`src/rtl/lfm_chirp_scheduler_pkg.sv`:
```
// Shared types for the LFM chirp scheduler:
// FSM states, profile record and datapath widths.
package lfm_pkg;

    localparam int FREQ_W = 32;
    localparam int LEN_W  = 64;

    typedef enum logic [2:0] {
        IDLE,
        LOAD,
        FIRE,
        WAIT,
        GAP,
        FINISH
    } state_t;

    typedef struct packed {
        logic [FREQ_W-1:0] f_start;
        logic [FREQ_W-1:0] f_stop;
        logic [LEN_W-1:0]  chirp_len;
    } profile_t;

endpackage

```
`src/rtl/lfm_chirp_scheduler_if.sv`:
```
// DDS-side bundle: chirp parameters and start out,
// busy/done back from the generator.
interface lfm_chirp_scheduler_if;
    import lfm_pkg::*;

    logic              dds_start;
    logic [FREQ_W-1:0] dds_f_start;
    logic [FREQ_W-1:0] dds_f_stop;
    logic [FREQ_W-1:0] dds_f_clk;
    logic [LEN_W-1:0]  dds_chirp_len;
    logic              dds_busy;
    logic              dds_done;

    modport master (
        output dds_start, dds_f_start, dds_f_stop,
        output dds_f_clk, dds_chirp_len,
        input  dds_busy, dds_done
    );

    modport slave (
        input  dds_start, dds_f_start, dds_f_stop,
        input  dds_f_clk, dds_chirp_len,
        output dds_busy, dds_done
    );

endinterface

```
`src/rtl/lfm_chirp_scheduler_profile_ram.sv`:
```
// Profile table: one synchronous write port,
// one combinational read port, cleared by reset.
module lfm_profile_ram
    import lfm_pkg::*;
#(
    parameter int NUM_PROFILES = 4,
    parameter int PROF_BITS    = 2
) (
    input  logic                 clk,
    input  logic                 rst,
    input  logic                 we,
    input  logic [PROF_BITS-1:0] waddr,
    input  profile_t             wdata,
    input  logic [PROF_BITS-1:0] raddr,
    output profile_t             rdata
);

    profile_t mem [NUM_PROFILES];

    always_ff @(posedge clk or posedge rst) begin
        if (rst) begin
            for (int i = 0; i < NUM_PROFILES; i++) begin
                mem[i] <= '0;
            end
        end else if (we) begin
            mem[waddr] <= wdata;
        end
    end

    assign rdata = mem[raddr];

endmodule

```
`src/rtl/lfm_chirp_scheduler.sv`:
```
// Burst sequencer for the LFM DDS: plays table profiles
// at a fixed PRI and flags overrun / missing done.
module lfm_chirp_scheduler
    import lfm_pkg::*;
#(
    parameter int NUM_PROFILES   = 4,
    parameter int PROF_BITS      = 2,
    parameter int CNT_W          = 32,
    parameter int TIMEOUT_MARGIN = 16
) (
    input  logic                 clk,
    input  logic                 rst,
    input  logic                 cfg_we,
    input  logic [PROF_BITS-1:0] cfg_addr,
    input  logic [FREQ_W-1:0]    cfg_f_start,
    input  logic [FREQ_W-1:0]    cfg_f_stop,
    input  logic [LEN_W-1:0]     cfg_chirp_len,
    input  logic [FREQ_W-1:0]    f_clk,
    input  logic [PROF_BITS:0]   n_profiles,
    input  logic [CNT_W-1:0]     pri,
    input  logic [CNT_W-1:0]     burst_len,
    input  logic                 arm,
    input  logic                 stop,
    lfm_chirp_scheduler_if.master dds,
    output logic                 busy,
    output logic                 burst_done,
    output logic [PROF_BITS-1:0] profile_idx,
    output logic [CNT_W-1:0]     chirp_cnt,
    output logic                 overrun,
    output logic                 timeout_err
);

    state_t            state, state_nxt;
    profile_t          prof_rd, prof_wr;
    logic [FREQ_W-1:0] f_start_q, f_stop_q, f_clk_q;
    logic [LEN_W-1:0]  len_q;
    logic [CNT_W-1:0]  pri_cnt, tmo_cnt, pri_thr;
    logic [LEN_W:0]    tmo_limit, tmo_next;
    logic [PROF_BITS:0] n_eff;
    logic [PROF_BITS-1:0] last_idx;
    logic              stop_req, stop_hit;
    logic              pri_due, tmo_reach, burst_full;
    logic              clr, load, start, advance;
    logic              set_ovr, set_tmo;

    assign prof_wr = '{cfg_f_start, cfg_f_stop, cfg_chirp_len};

    lfm_profile_ram #(
        .NUM_PROFILES (NUM_PROFILES),
        .PROF_BITS    (PROF_BITS)
    ) u_ram (
        .clk   (clk),
        .rst   (rst),
        .we    (cfg_we),
        .waddr (cfg_addr),
        .wdata (prof_wr),
        .raddr (profile_idx),
        .rdata (prof_rd)
    );

    always_comb begin
        n_eff = n_profiles;
        if (n_eff == '0) begin
            n_eff = (PROF_BITS+1)'(1);
        end
        if (n_eff > (PROF_BITS+1)'(NUM_PROFILES)) begin
            n_eff = (PROF_BITS+1)'(NUM_PROFILES);
        end
        last_idx = PROF_BITS'(n_eff - (PROF_BITS+1)'(1));
    end

    // Counters hold cycles elapsed since the last start;
    // releasing at pri-2 lets LOAD+FIRE land on pri.
    assign pri_thr    = (pri < CNT_W'(2)) ? '0 : pri - CNT_W'(2);
    assign pri_due    = pri_cnt >= pri_thr;
    assign tmo_limit  = {1'b0, len_q} + (LEN_W+1)'(TIMEOUT_MARGIN);
    assign tmo_next   = (LEN_W+1)'(tmo_cnt) + (LEN_W+1)'(1);
    assign tmo_reach  = tmo_next >= tmo_limit;
    assign burst_full = (burst_len != '0) && (chirp_cnt == burst_len);
    assign stop_hit   = stop_req | stop;

    always_ff @(posedge clk or posedge rst) begin
        if (rst) begin
            state <= IDLE;
        end else begin
            state <= state_nxt;
        end
    end

    always_comb begin
        state_nxt = state;
        clr       = 1'b0;
        load      = 1'b0;
        start     = 1'b0;
        advance   = 1'b0;
        set_ovr   = 1'b0;
        set_tmo   = 1'b0;
        unique case (state)
            IDLE: begin
                if (arm) begin
                    clr       = 1'b1;
                    state_nxt = LOAD;
                end
            end
            LOAD: begin
                load      = 1'b1;
                state_nxt = FIRE;
            end
            FIRE: begin
                if (!dds.dds_busy) begin
                    start     = 1'b1;
                    state_nxt = WAIT;
                end
            end
            WAIT: begin
                if (dds.dds_done) begin
                    if (burst_full || stop_hit) begin
                        state_nxt = FINISH;
                    end else if (pri_due) begin
                        set_ovr   = 1'b1;
                        advance   = 1'b1;
                        state_nxt = LOAD;
                    end else begin
                        state_nxt = GAP;
                    end
                end else if (tmo_reach) begin
                    set_tmo   = 1'b1;
                    state_nxt = FINISH;
                end
            end
            GAP: begin
                if (burst_full || stop_hit) begin
                    state_nxt = FINISH;
                end else if (pri_due) begin
                    advance   = 1'b1;
                    state_nxt = LOAD;
                end
            end
            FINISH: begin
                state_nxt = IDLE;
            end
            default: begin
                state_nxt = IDLE;
            end
        endcase
    end

    always_ff @(posedge clk or posedge rst) begin
        if (rst) begin
            f_start_q   <= '0;
            f_stop_q    <= '0;
            f_clk_q     <= '0;
            len_q       <= '0;
            pri_cnt     <= '0;
            tmo_cnt     <= '0;
            chirp_cnt   <= '0;
            profile_idx <= '0;
            overrun     <= 1'b0;
            timeout_err <= 1'b0;
            stop_req    <= 1'b0;
        end else begin
            if (clr) begin
                chirp_cnt   <= '0;
                profile_idx <= '0;
                overrun     <= 1'b0;
                timeout_err <= 1'b0;
                stop_req    <= 1'b0;
            end
            if (busy && stop) begin
                stop_req <= 1'b1;
            end
            if (load) begin
                f_start_q <= prof_rd.f_start;
                f_stop_q  <= prof_rd.f_stop;
                len_q     <= prof_rd.chirp_len;
                f_clk_q   <= f_clk;
            end
            if (start) begin
                pri_cnt   <= CNT_W'(1);
                tmo_cnt   <= CNT_W'(1);
                chirp_cnt <= chirp_cnt + CNT_W'(1);
            end else begin
                if (busy && pri_cnt != '1) begin
                    pri_cnt <= pri_cnt + CNT_W'(1);
                end
                if (state == WAIT) begin
                    tmo_cnt <= tmo_cnt + CNT_W'(1);
                end
            end
            if (advance) begin
                profile_idx <= (profile_idx >= last_idx) ?
                               '0 : profile_idx + PROF_BITS'(1);
            end
            if (set_ovr) begin
                overrun <= 1'b1;
            end
            if (set_tmo) begin
                timeout_err <= 1'b1;
            end
        end
    end

    assign busy       = (state == LOAD) || (state == FIRE) ||
                        (state == WAIT) || (state == GAP);
    assign burst_done = (state == FINISH);

    assign dds.dds_start     = start;
    assign dds.dds_f_start   = f_start_q;
    assign dds.dds_f_stop    = f_stop_q;
    assign dds.dds_f_clk     = f_clk_q;
    assign dds.dds_chirp_len = len_q;

endmodule

```
`src/flat_wrapper.sv`:
```
// flat-port wrapper written by rule: the top's interface ports become plain ports
module lfm_chirp_scheduler_flat import lfm_pkg::*;
#(
    parameter int NUM_PROFILES   = 4,
    parameter int PROF_BITS      = 2,
    parameter int CNT_W          = 32,
    parameter int TIMEOUT_MARGIN = 16
)
  (clk, rst, cfg_we, cfg_addr, cfg_f_start, cfg_f_stop, cfg_chirp_len, f_clk, n_profiles, pri, burst_len, arm, stop, busy, burst_done, profile_idx, chirp_cnt, overrun, timeout_err, dds_dds_start, dds_dds_f_start, dds_dds_f_stop, dds_dds_f_clk, dds_dds_chirp_len, dds_dds_busy, dds_dds_done);
  lfm_chirp_scheduler_if dds_i ();
  input  logic clk;
  input  logic rst;
  input  logic cfg_we;
  input  logic [PROF_BITS-1:0] cfg_addr;
  input  logic [FREQ_W-1:0] cfg_f_start;
  input  logic [FREQ_W-1:0] cfg_f_stop;
  input  logic [LEN_W-1:0] cfg_chirp_len;
  input  logic [FREQ_W-1:0] f_clk;
  input  logic [PROF_BITS:0] n_profiles;
  input  logic [CNT_W-1:0] pri;
  input  logic [CNT_W-1:0] burst_len;
  input  logic arm;
  input  logic stop;
  output logic busy;
  output logic burst_done;
  output logic [PROF_BITS-1:0] profile_idx;
  output logic [CNT_W-1:0] chirp_cnt;
  output logic overrun;
  output logic timeout_err;
  output wire logic [$bits(dds_i.dds_start)-1:0] dds_dds_start;
  output wire logic [$bits(dds_i.dds_f_start)-1:0] dds_dds_f_start;
  output wire logic [$bits(dds_i.dds_f_stop)-1:0] dds_dds_f_stop;
  output wire logic [$bits(dds_i.dds_f_clk)-1:0] dds_dds_f_clk;
  output wire logic [$bits(dds_i.dds_chirp_len)-1:0] dds_dds_chirp_len;
  input wire logic [$bits(dds_i.dds_busy)-1:0] dds_dds_busy;
  input wire logic [$bits(dds_i.dds_done)-1:0] dds_dds_done;
  assign dds_dds_start = dds_i.dds_start;
  assign dds_dds_f_start = dds_i.dds_f_start;
  assign dds_dds_f_stop = dds_i.dds_f_stop;
  assign dds_dds_f_clk = dds_i.dds_f_clk;
  assign dds_dds_chirp_len = dds_i.dds_chirp_len;
  assign dds_i.dds_busy = dds_dds_busy;
  assign dds_i.dds_done = dds_dds_done;
  lfm_chirp_scheduler #(.NUM_PROFILES(NUM_PROFILES), .PROF_BITS(PROF_BITS), .CNT_W(CNT_W), .TIMEOUT_MARGIN(TIMEOUT_MARGIN)) u_core (.clk(clk), .rst(rst), .cfg_we(cfg_we), .cfg_addr(cfg_addr), .cfg_f_start(cfg_f_start), .cfg_f_stop(cfg_f_stop), .cfg_chirp_len(cfg_chirp_len), .f_clk(f_clk), .n_profiles(n_profiles), .pri(pri), .burst_len(burst_len), .arm(arm), .stop(stop), .dds(dds_i), .busy(busy), .burst_done(burst_done), .profile_idx(profile_idx), .chirp_cnt(chirp_cnt), .overrun(overrun), .timeout_err(timeout_err));
endmodule
```
`config.mk`:
```
export PLATFORM = sky130hd
export DESIGN_NAME = lfm_chirp_scheduler_flat
export DESIGN_NICKNAME = d
export VERILOG_FILES = /design/src/rtl/lfm_chirp_scheduler_pkg.sv /design/src/rtl/lfm_chirp_scheduler_if.sv /design/src/rtl/lfm_chirp_scheduler_profile_ram.sv /design/src/rtl/lfm_chirp_scheduler.sv /design/src/flat_wrapper.sv
export SDC_FILE = /design/constraint.sdc
export NUM_CORES = 2
export LEC_CHECK = 0
export ABC_AREA = 0
export BUFFER_PORTS_ARGS = -buffer_cell sky130_fd_sc_hd__buf_2
export CAP_MARGIN = 20
export CORE_ASPECT_RATIO = 0.8
export CORE_UTILIZATION = 59
export CTS_CLUSTER_SIZE = 12
export DETAILED_ROUTE_END_ITERATION = 7
export PLACE_DENSITY = 0.81
export SYNTH_ARGS = -nofsm -noshare
export SYNTH_HDL_FRONTEND = slang
export SYNTH_SLANG_ARGS = --single-unit
export TNS_END_PERCENT = 100
```
`constraint.sdc`:
```
create_clock -name clk -period 39.7 [get_ports clk]
set_input_delay 9.925 -clock clk [delete_from_list [all_inputs] [get_ports clk]]
set_output_delay 9.925 -clock clk [all_outputs]
set_load 0.01 [all_outputs]
```
==> flow_summary.toml <==
[yosys]
synth_nets = 3012
ys_async_sr_fraction_pct = 100
yosys.area.top_type = "dfrtp_1"
synth_area_leaders = "dfrtp_1, mux2_2, mux4_2"
yosysSeqAreaShare_pct = 52.7
synth_edf_count = 0
synthCells = 2704
ys_types = 64
yosys_most_used_dff = "dfrtp_1"
ys_seq_elements = 776
avgSynthCellArea_um2 = 13.6
synth_top_area_share_pct = 52.7
netlist_area_um2 = 36800
ys_warn_count = 0

[sta]
fmax_ghz = 0.0467
worstMarginPinSlew_ns = 1.13
period_share_pct = 53.9
setup_viol = 0
hold_viol = 0
skew_ns = 0.0168
rsz0062_at_grt = "false"
slew_violations = 0
maxSlewHeadroom_pct = 24.9
layout_min_cycle_time_ns = 21.40
setup_tns_ns = 0
timing.hold.ws_ns = 0.498
timing.final.ws_setup_ns = 18.30

[clock_network]
clock_path_buffers = 3
h-tree-depth = 3
clk_pin_slew_ns = 0.06
postCtsSetupBuffers = 0
cts_resized = 0
cts_root_buf = "clkbuf_16"
cts_tree = "yes"
cts.sinks = 776
cts_hold_buf = 0
cts_buffers = 80
clk_latency_ns = 0.63

[placement]
routabilityCongestion = 0.875
port_buffers = 434
dp_slack_ns = 18.31
dp_cells = 3862
dpl.hpwl_um = 60000
dpl_cell_area_um2 = 39800

[route]
num_vias = 24600
top_layer = "met5"
avgRoutedWirePerCell_um = 22.7
wl_met2_um = 45400
dr_wl_met3_um = 5740
routed_wl_um = 91100
first_pass_iters = 7
antenna_left = 0
met1_length_um = 37200
via_per_inst = 6.15
drt_drc_violations_left = 0
first_iter_violations = 1619

[job]
cap_violations = 0

[die]
rows = 81
die_height_um = 226
start_util_pct = 60.0
fp.dieW_um = 281
ios = 435
die_area_um2 = 63500
core-area_um2 = 61400

[critical_path]
cp_data_arrival_time_ns = 11.47
r2r-end = "u_core.state[1]$_DFFE_PP0P_"
crit_top_cell = "buf_2"
cp_slowest_cell = "or4b_1"
critical-path-max-stage-delay_ns = 0.62
r2r_slack_ns = 35.08
critPathCaptureType = "output pin"
reg2reg_depth = 16
crit_chain = "buf_2, or4b_1, inv_2, buf_2"
worstSetupStartpointType = "primary input"
startpoint = "dds_dds_busy"
crit_path_max_fanout = 36
worstPathRequired_ns = 29.77
r2r-start = "u_core.tmo_cnt[0]$_DFFE_PP0P_"
crit_type = "primary input to output pin"

[finish]
area_delta_synth_final_pct = 15.4
final_common_cell = "dfrtp_1"
drive_gt1_share_pct = 44.1
fillers = 4218
nets = 3426
utilization_pct = 69.3
finalInstanceArea_um2 = 42500
final_cell_count_no_fill = 4010
final_cell_mix = "dfrtp_1, mux2_2, buf_2"

[power]
leakage_nw = 18.7
peakVddDrop_mv = 0.0448
p_total_mw = 2.54
powerDensity_nw_per_um2 = 59.8

[global_route]
grt_pass1_wl_um = 143000
grt_use_total_pct = 29.0
overflow = 0
antenna_found_initial = 31
grt_max_degree = 188
grt_pass1_vias = 26200

[worst_hold_path]
hp-class = "register to register"
holdPathEnd = "u_core.u_ram.mem[207]$_DFFE_PP0P_"
holdCritStartpoint = "u_core.u_ram.mem[207]$_DFFE_PP0P_"
min_path_cells = 1

[run_status]
outcome = "complete, no violations"
[layout make-up]
type	count	area [um2]	area share [%]
inverter	26	105	0.247
multi-input combinational	1770	16900	39.6
timing repair buffer	464	2510	5.91
clock buffer	110	2260	5.30
antenna	19	47.5	0.112
sequential	776	19400	45.7
clock inverter	15	283	0.665
tap	830	1040	2.44
[synth_stat cells (7+ instances only)]
cell,count
nand3_1,68
nand4_1,45
nand2b_1,9
or2_2,8
nor2_1,97
buf_1,18
xnor2_1,49
mux2i_1,22
mux2_2,668
and2_1,13
nand3b_1,7
xor2_1,102
or3_1,11
ha_1,72
inv_1,25
o21ai_0,58
or4_1,12
and3_1,19
a21oi_1,35
dfrtp_1,776
nor3_1,33
a21o_1,14
mux4_2,128
o31ai_1,16
nand2_1,148
nor4_1,34
and4_1,22
clkbuf_1,113
a22o_1,18
[worst max-delay path: cells and delay by family]
kind                   cells  cell delay, ns
and+or+nand+nor            1            0.62
buffers and inverters      3            0.92
[power by group]
group	switching [mW]	internal [mW]
Sequential	0.161	0.983
Combinational	0.325	0.341
Clock	0.310	0.424
Total	0.796	1.75
[flip-flops by register name, summed over array words and instances, names as in the netlist]
| signal | flops |
|---|---|
| u_core.chirp_cnt | 32 |
| u_core.dds.dds_chirp_len | 64 |
| u_core.dds.dds_f_clk | 32 |
| u_core.dds.dds_f_start | 32 |
| u_core.dds.dds_f_stop | 32 |
| u_core.overrun | 1 |
| u_core.pri_cnt | 32 |
| u_core.profile_idx | 2 |
| u_core.state | 3 |
| u_core.stop_req | 1 |
| u_core.timeout_err | 1 |
| u_core.tmo_cnt | 32 |
| u_core.u_ram.mem | 512 |
[worst max-delay path by stage]
stage | slack (ns) | cells after the start | endpoint
2_1_floorplan | 7.99 | 1 | u_core.chirp_cnt[0]$_DFFE_PP0P_
3_3_place_gp | 18.34 | 4 | dds_dds_start
3_5_place_dp | 18.31 | 4 | dds_dds_start
4_1_cts | 18.30 | 4 | dds_dds_start
5_1_grt | 18.24 | 4 | dds_dds_start
6_report | 18.30 | 4 | dds_dds_start
[kinds of logic (layout without fill, tap and decap cells)]
kind of cell               count (synthesis)  after routing  share of synthesized area (%)
muxes                                    818            818                           28.8
DFF                                      776            776                           52.7
and+or+nand+nor                          547            547                           7.62
AOI/OAI and AO/OA                        182            182                           3.20
buffers and inverters                    158            615                           1.61
xor gates and xnor gates                 151            151                           3.59
adders and majority gates                 72             72                           2.44
other                                      0             19                              0
[routing by layer]
metal	vias up	track usage, %
li1	10800	-
met1	12900	37.3
met2	751	48.3
met3	192	6.68
met4	30	10.2
met5	-	0
(Power assumes the default switching activity.)
